$ cat config.mk
export PLATFORM = sky130hd
export DESIGN_NAME = aes_byte_to_word
export DESIGN_NICKNAME = d
export VERILOG_FILES = /design/src/rtl/aes_pkg.sv /design/src/rtl/aes_b2w_cnt.sv /design/src/rtl/aes_byte_to_word.sv
export SDC_FILE = /design/constraint.sdc
export NUM_CORES = 1
export LEC_CHECK = 0
export ABC_CLOCK_PERIOD_IN_PS = 1300
export CAP_MARGIN = 30
export CORE_MARGIN = 1
export CORE_UTILIZATION = 48
export CTS_CLUSTER_SIZE = 40
export DETAILED_ROUTE_END_ITERATION = 6
export DONT_BUFFER_PORTS = 1
export GPL_ROUTABILITY_DRIVEN = 0
export GPL_TIMING_DRIVEN = 0
export PLACE_DENSITY = 0.65
export SETUP_SLACK_MARGIN = 0.05
export SLEW_MARGIN = 20
export SYNTH_ARGS = -nofsm -noshare
export SYNTH_HDL_FRONTEND = slang
export SYNTH_SLANG_ARGS = --single-unit
export TNS_END_PERCENT = 100
$ cat constraint.sdc
create_clock -name clk -period 1.3 [get_ports clk]
set_input_delay 0.39 -clock clk [delete_from_list [all_inputs] [get_ports clk]]
set_output_delay 0.39 -clock clk [all_outputs]
set_load 0.02 [all_outputs]
$ cat src/rtl/aes_pkg.sv
// Shared widths and types for the byte-serial AES datapath.
package aes_pkg;

    localparam int unsigned BYTE_W     = 8;
    localparam int unsigned WORD_BYTES = 4;
    localparam int unsigned WORD_W     = BYTE_W * WORD_BYTES;
    localparam int unsigned CNT_W      = $clog2(WORD_BYTES);

    typedef logic [BYTE_W-1:0] aes_byte_t;
    typedef logic [WORD_W-1:0] aes_word_t;

endpackage : aes_pkg

$ cat src/rtl/aes_b2w_cnt.sv
// aes_b2w_cnt: byte-position counter for the word assembler.
// Wraps after the last byte of a word (3 -> 0).
// Ports:
//   clk, rst   clock, async active-high reset
//   i_en       advance by one
//   i_clr      synchronous clear, higher priority than i_en
//   o_last_c   counter currently points at the last byte of the word
module aes_b2w_cnt
    import aes_pkg::*;
(
    input  logic clk,
    input  logic rst,
    input  logic i_en,
    input  logic i_clr,
    output logic o_last_c
);

    logic [CNT_W-1:0] r_cnt;

    // Power-of-two word length lets the counter wrap naturally.
    always_ff @(posedge clk or posedge rst) begin
        if (rst) begin
            r_cnt <= '0;
        end else if (i_clr) begin
            r_cnt <= '0;
        end else if (i_en) begin
            r_cnt <= r_cnt + CNT_W'(1);
        end
    end

    assign o_last_c = (r_cnt == CNT_W'(WORD_BYTES - 1));

endmodule : aes_b2w_cnt

$ cat src/rtl/aes_byte_to_word.sv
// aes_byte_to_word: collects four serial bytes into one 32-bit word.
// The first accepted byte lands in pdout[31:24], the fourth in pdout[7:0].
// Optional feature macro: AES_B2W_CLR_EN adds the synchronous clear input clr.
// Ports:
//   clk, rst          clock, async active-high reset
//   clr               synchronous realign/flush (AES_B2W_CLR_EN only)
//   din/din_valid     serial byte in
//   din_ready         byte can be taken this cycle (combinational)
//   pdout/pdout_valid assembled word
//   pdout_ready       consumer takes the word this cycle
module aes_byte_to_word
    import aes_pkg::*;
(
    input  logic      clk,
    input  logic      rst,
`ifdef AES_B2W_CLR_EN
    input  logic      clr,
`endif
    input  aes_byte_t din,
    input  logic      din_valid,
    output logic      din_ready,
    output aes_word_t pdout,
    output logic      pdout_valid,
    input  logic      pdout_ready
);

    aes_word_t r_sreg;
    logic      r_valid;
    logic      w_clr;
    logic      w_accept;
    logic      w_handoff;
    logic      w_last;

`ifdef AES_B2W_CLR_EN
    assign w_clr = clr;
`else
    assign w_clr = 1'b0;
`endif

    // A pending word blocks new bytes unless it leaves on this same edge.
    assign din_ready = !w_clr && (!r_valid || pdout_ready);
    assign w_accept  = din_valid && din_ready;
    assign w_handoff = r_valid && pdout_ready;

    aes_b2w_cnt u_cnt (
        .clk      (clk),
        .rst      (rst),
        .i_en     (w_accept),
        .i_clr    (w_clr),
        .o_last_c (w_last)
    );

    // Shift register: newest byte enters at the bottom.
    always_ff @(posedge clk or posedge rst) begin
        if (rst) begin
            r_sreg <= '0;
        end else if (w_accept) begin
            r_sreg <= {r_sreg[WORD_W-BYTE_W-1:0], din};
        end
    end

    // Word-valid flag: completion wins over a same-edge handoff; clear wins over both.
    always_ff @(posedge clk or posedge rst) begin
        if (rst) begin
            r_valid <= 1'b0;
        end else if (w_clr) begin
            r_valid <= 1'b0;
        end else if (w_accept && w_last) begin
            r_valid <= 1'b1;
        end else if (w_handoff) begin
            r_valid <= 1'b0;
        end
    end

    assign pdout       = r_sreg;
    assign pdout_valid = r_valid;

endmodule : aes_byte_to_word

## Yosys cells after proc, flatten, opt, wreduce, memory -nomap -nowiden

Cells that the tools add are included.

- Add/sub/neg operators: 1
- Equal/unequal tests: 1
- Mux-type cells: 2
- Reductions and logical operators: 6

Operators with widths:

| kind | number |
|---|---|
| $logic_and A1 B1 Y1 | 3 |
| $add A2 B1 Y2 const B | 1 |
| $eq A2 B2 Y1 const B | 1 |
| $mux W1 | 2 |
| $reduce_bool A2 Y1 | 1 |
| $logic_not A1 Y1 | 1 |
| $logic_or A1 B1 Y1 | 1 |

- Register bits: 35
- Output and inout bits: 34
- Logic and storage cells: 13

## Longest topological paths before layout

Gate-level depths: netlist of run 1.

- Depth after elaboration: 5
- Depth in mapped cells: 4
- Mapped depth without buffers: 3

## Cells and area by module

From an unflattened synthesis of run 1, not the netlist that was laid out.

- Cells, all modules: 83
- Area, all modules: 1,465.2 um^2

Modules (own cells, without submodules):

| module | times used | cells each | area an instance (um^2) | seq. area each (um^2) |
|---|---|---|---|---|
| aes_byte_to_word | 1 | 75 | 1,372.6 | 825.8 |
| aes_b2w_cnt | 1 | 8 | 92.6 | 50.0 |

## Least setup slack after synthesis of run 1

No wires, ideal clock.

- Path kind: flip-flop to flip-flop
- Start: register r_valid, in the netlist pdout_valid
- End: register r_sreg[10], in the netlist pdout[10]
- Arrival time: 1,196 ps
- Data required time: 1,175 ps
- Setup slack: -21 ps
- Stages on the path, launching flop included: 5
- Cells stage by stage: dfrtp_1 > nand2b_4 > nand2_4 > buf_12 > mux2_4

- Word-level cells in the longest chain between the ends: 3

RTL lines:

| item | line | RTL |
|---|---|---|
| start: declaration | aes_byte_to_word.sv:28 | `logic r_valid;` |
| start signal: assignment | aes_byte_to_word.sv:65 | `r_valid <= 1'b0;` |
| start signal: assignment | aes_byte_to_word.sv:67 | `r_valid <= 1'b0;` |
| start signal: assignment | aes_byte_to_word.sv:69 | `r_valid <= 1'b1;` |
| $logic_not A1 Y1 | aes_byte_to_word.sv:41 | `assign din_ready = !w_clr && (!r_valid \|\| pdout_ready);` |
| $logic_or A1 B1 Y1 | aes_byte_to_word.sv:41 |  |
| net din_ready | aes_byte_to_word.sv:21 | `output logic din_ready,` |
| $logic_and A1 B1 Y1 | aes_byte_to_word.sv:42 | `assign w_accept = din_valid && din_ready;` |
| end signal: assignment | aes_byte_to_word.sv:58 | `r_sreg <= {r_sreg[WORD_W-BYTE_W-1:0], din};` |
| end: declaration | aes_byte_to_word.sv:27 | `aes_word_t r_sreg;` |

The timed path passes the listed nets, and every way through them passes these cells.
A chain may end at the register's enable or synchronous reset.

## Final worst setup path of run 1

- Start: register r_valid, in the netlist pdout_valid
- End: output din_ready

- Word-level cells in the longest chain between the ends: 2

RTL lines:

| item | line |
|---|---|
| $logic_not A1 Y1 | aes_byte_to_word.sv:41 |
| $logic_or A1 B1 Y1 | aes_byte_to_word.sv:41 |
| end: declaration | aes_byte_to_word.sv:21 |

Every way passes these cells.

==> impl.org, run 1 <==
** Floorplan
- From bottom edge to top edge, the die measures 57.42 um.
- Placeable Area :: 2829 sq um
- Initial standard-cell utilization of the core :: a little over half
- Area enclosed by the die boundary :: 3296 sq um
- FP Rows :: 19
- I/O pin count :: 46
- X dimension of the die :: 57.42 um

** Global route
- Total Routing Usage GR :: 15.68%
- The initial antenna violation count was 0.
- The number of global-route vias before repair came to around 730.
- Summed over all layers, the global routing overflow is 0.
- Wire length of the first global-routing pass :: between 3 and 4 mm
- Maximum number of pins on one net before global-route repair :: 36

** Power
- Reported leakage power :: 0.8202 nW
- Combinational logic burns about a quarter of the power.
- Final total power :: ~0.0045 W
- PwrDens :: roughly 2500 nW/um^2
- For this design the total switching power over the nets is around 0.0016 W.
- In this run, flip-flops and latches consume 56.9% of the power.
- Across the VDD grid, the largest voltage drop is 1224 uV.
- Net switching is 35.92% of the power.
- The internal portion of the total power is 0.002859 W.
- In this run, the clock network consumes 18.3% of the power.

** Final layout
- The post-route netlist has 82.61% of its cells at a drive strength greater than 1.
- Area overhead of the layout relative to synthesis :: 19.02%
- Design Area, Final :: 1754 sq um
- Once layout is complete, the utilization of the core stands at 62.01%.
- For this run, the post-layout net count is 104.
- Antenna cell count :: 0

** Drt
- The detailed router finished its first iteration with 26 violations.
- In the routed design, unresolved DRC markers number 3.
- For this run, the detailed router's first-pass iteration total came to 5.
- Total wirelength of the detailed-routed design :: around 2.4 mm
- Routed vias :: roughly 690
- Dividing the detail-routed wire length by the instance count gives between 15 and 20 um.
- The count of nets left with antenna violations once routing finished came out at 0.
- In the routed layout, each cell is associated on average with a via count of approximately 5.6.

** Synthesis
- The synthesized design contains 35 register bits.
- Synth cell types :: 10
- Synthesized Nets :: 91
- Total of warnings raised by yosys :: 0
- Mapped Area :: approximately 1500 sq um
- Cell count after synthesis :: just under 80
- Sequential elements use 59.42% of the synthesized area.
- Average cell area after synthesis :: 18.90 sq um

** STA
- Counting I/O delays and the setup requirement, the final critical path takes 1370 ps.
- Setup repair after global routing missed its margin :: yes
- For the pin with the worst max-slew slack, the measured transition is 689.2 ps.
- Count of pins over their slew limit :: 0
- Across all hold checks on the routed design, the worst slack comes to 22.40 ps.
- Final number of hold-violating endpoints :: 0
- For the final database, setup skew stands at approximately 7.7 ps.
- Final setup violating endpoints :: 30
- Setup slack on the critical path of the routed design comes to -70.45 ps.
- The final critical path takes up 105.4% of the cycle.
- Highest clock frequency the design can meet :: between 0.7 and 0.8 GHz
- Headroom to the max-slew limit came out at 53.99%.

** Setup path
- Cell chain of the critical path :: nand2b_4
- Worst R2R Setup Slack :: -60 ps
- STA classifies the critical path startpoint as a register.
- In this design, the stage delay of the slowest critical-path cell is 480 ps.
- Cell family with the largest share of critical-path delay :: flip-flops
- STA classifies the critical path endpoint as an output pin.
- Cell count along the critical path :: 1
- The slowest stage of the critical path belongs to the cell dfrtp_2.
- Number of buffer and inverter stages on the critical path :: 0
- Beginning of the worst register-to-register path :: pdout_valid
- Count of cells along the worst register-to-register path :: 4
- Critical Setup Path Class :: register to output pin
- The most critical setup path has its startpoint at pdout_valid.
- Maximum fanout encountered on the critical timing path :: 3
- STA puts the critical path data required time at 910 ps.
- STA puts the critical path data arrival time at ~980 ps.

** CTS
- Cell chosen for the clock root :: clkbuf_4
- The later pin in the worst-skew pair is clocked with a latency of 340 ps.
- CTS built an H-tree with a depth of 2.
- The longest clock path from root to sink contains 2 buffers.
- Clock buffers created by TritonCTS :: 5
- Clock tree synthesis found a total of 35 sinks.
- Clock-pin transition on the worst setup and hold timing paths :: 110 ps
- CTS tree :: done

** Min path
- Worst min-delay path category :: input pin to asynchronous set/reset pin

** Run status
- Outcome :: finished, violations left
- Violations in the final reports :: DRC, setup timing

** Placed design
- After legalization and detailed placement, the total HPWL measured 1.462 mm.
- Port buffering added 0 buffers.
- Once placement finished, the instance area stood at 1523 sq um.

** Run
- Across the run, the number of max-cap violations was 0.
-- cell usage in the layout (no fill, tap or decap), drive strengths merged --
| cell | count |
|---|---|
| buf | 7 |
| bufinv | 1 |
| clkbuf | 8 |
| clkinv | 1 |
| dfrtp | 35 |
| ha | 1 |
| inv | 1 |
| mux2 | 33 |
| nand2 | 3 |
| nand2b | 1 |
| xnor2 | 1 |
-- registers in the layout, summed over array words and instances, names as in the netlist --
| register | flops |
|---|---|
| pdout_valid | 1 |
| pdout | 32 |
| u_cnt.r_cnt | 2 |
-- cell type report --
cell class / count / area [sq um]
plain buffers: 3 / 60.06
clock buffers: 6 / 51.30
clock inverters: 2 / 35.03
fillers: 224 / 1075
inverters: 1 / 3.754
multi-input cells: 39 / 550.5
flip-flops and latches: 35 / 903.4
well taps: 31 / 38.79
repair buffers: 6 / 111.4
-- metrics by stage --
stage / TNS [ps] / setup slack (ps) / cells
floorplan: 0 / 48.32 / 78
global route: -2276 / -109.4 / 123
CTS: -611.9 / -93.83 / 121
finish: -1131 / -70.45 / 123
global placement: -6422 / -278.0 / 109
detailed placement: -228.7 / -12.90 / 109
-- cells in the mapped netlist, drive strengths merged --
library cell   n  area (sq um)
dfrtp         35         875.8
mux2          33         480.5
buf            3         60.06
nand2          3         18.77
ha             1         12.51
inv            1         3.750
nand2b         1         13.76
xnor2          1         8.760
-- logic make-up after synthesis --
| kind of cell | count (synthesis) | synth area share (%) |
|---|---|---|
| flops | 35 | 59.42 |
| mux | 33 | 32.60 |
| buf+inv | 4 | 4.329 |
| xor+xnor | 1 | 0.5943 |
| simple gates | 4 | 2.207 |
| fa+ha+maj | 1 | 0.8488 |
-- what timing repair did --
item	in CTS	in global routing
resized for setup	3	23
cloned	1	2
hold endpoints to repair	0	0
setup buffers	3	0
hold buffers	0	0
pin swaps	1	0
setup endpoints to repair	32	54
-- power by group through the flow --
| stage | Sequential, W | Clock, W | Combinational, W |
|---|---|---|---|
| 3_5_place_dp | 0.00250 | 0 | 0.000990 |
| 3_3_place_gp | 0.00248 | 0 | 0.000958 |
| 6_report | 0.00254 | 0.000815 | 0.00111 |
| 5_1_grt | 0.00260 | 0.000877 | 0.00120 |
| 4_1_cts | 0.00249 | 0.000838 | 0.00105 |
| 2_1_floorplan | 0.00238 | 0 | 0.000901 |
-- routing by layer --
| metal | vias up | routed length [um] | GRT usage, % |
|---|---|---|---|
| li1 | 298 | - | - |
| met1 | 350 | 978 | 18.87 |
| met2 | 35 | 1162 | 23.26 |
| met3 | 5 | 208 | 6.122 |
| met4 | 0 | 44 | 10.45 |
| met5 | - | 0 | 0 |
-- path summary, 6_finish.rpt --
path                                        to
worst max-delay path                 din_ready
worst min-delay path                 pdout[27]
worst max register to register       pdout[17]
worst min register to register  u_cnt.r_cnt[0]
max in group asynchronous             pdout[8]
min in group clk                   pdout_valid
Note: power is estimated with default switching activity, not from simulation.
==> run 2, diff against run 1 <==
Settings changed: SLEW_MARGIN 20 to 30.
==> results of run 2 <==
Same layout as run 1: the final DEF is identical, and so are final timing and power.
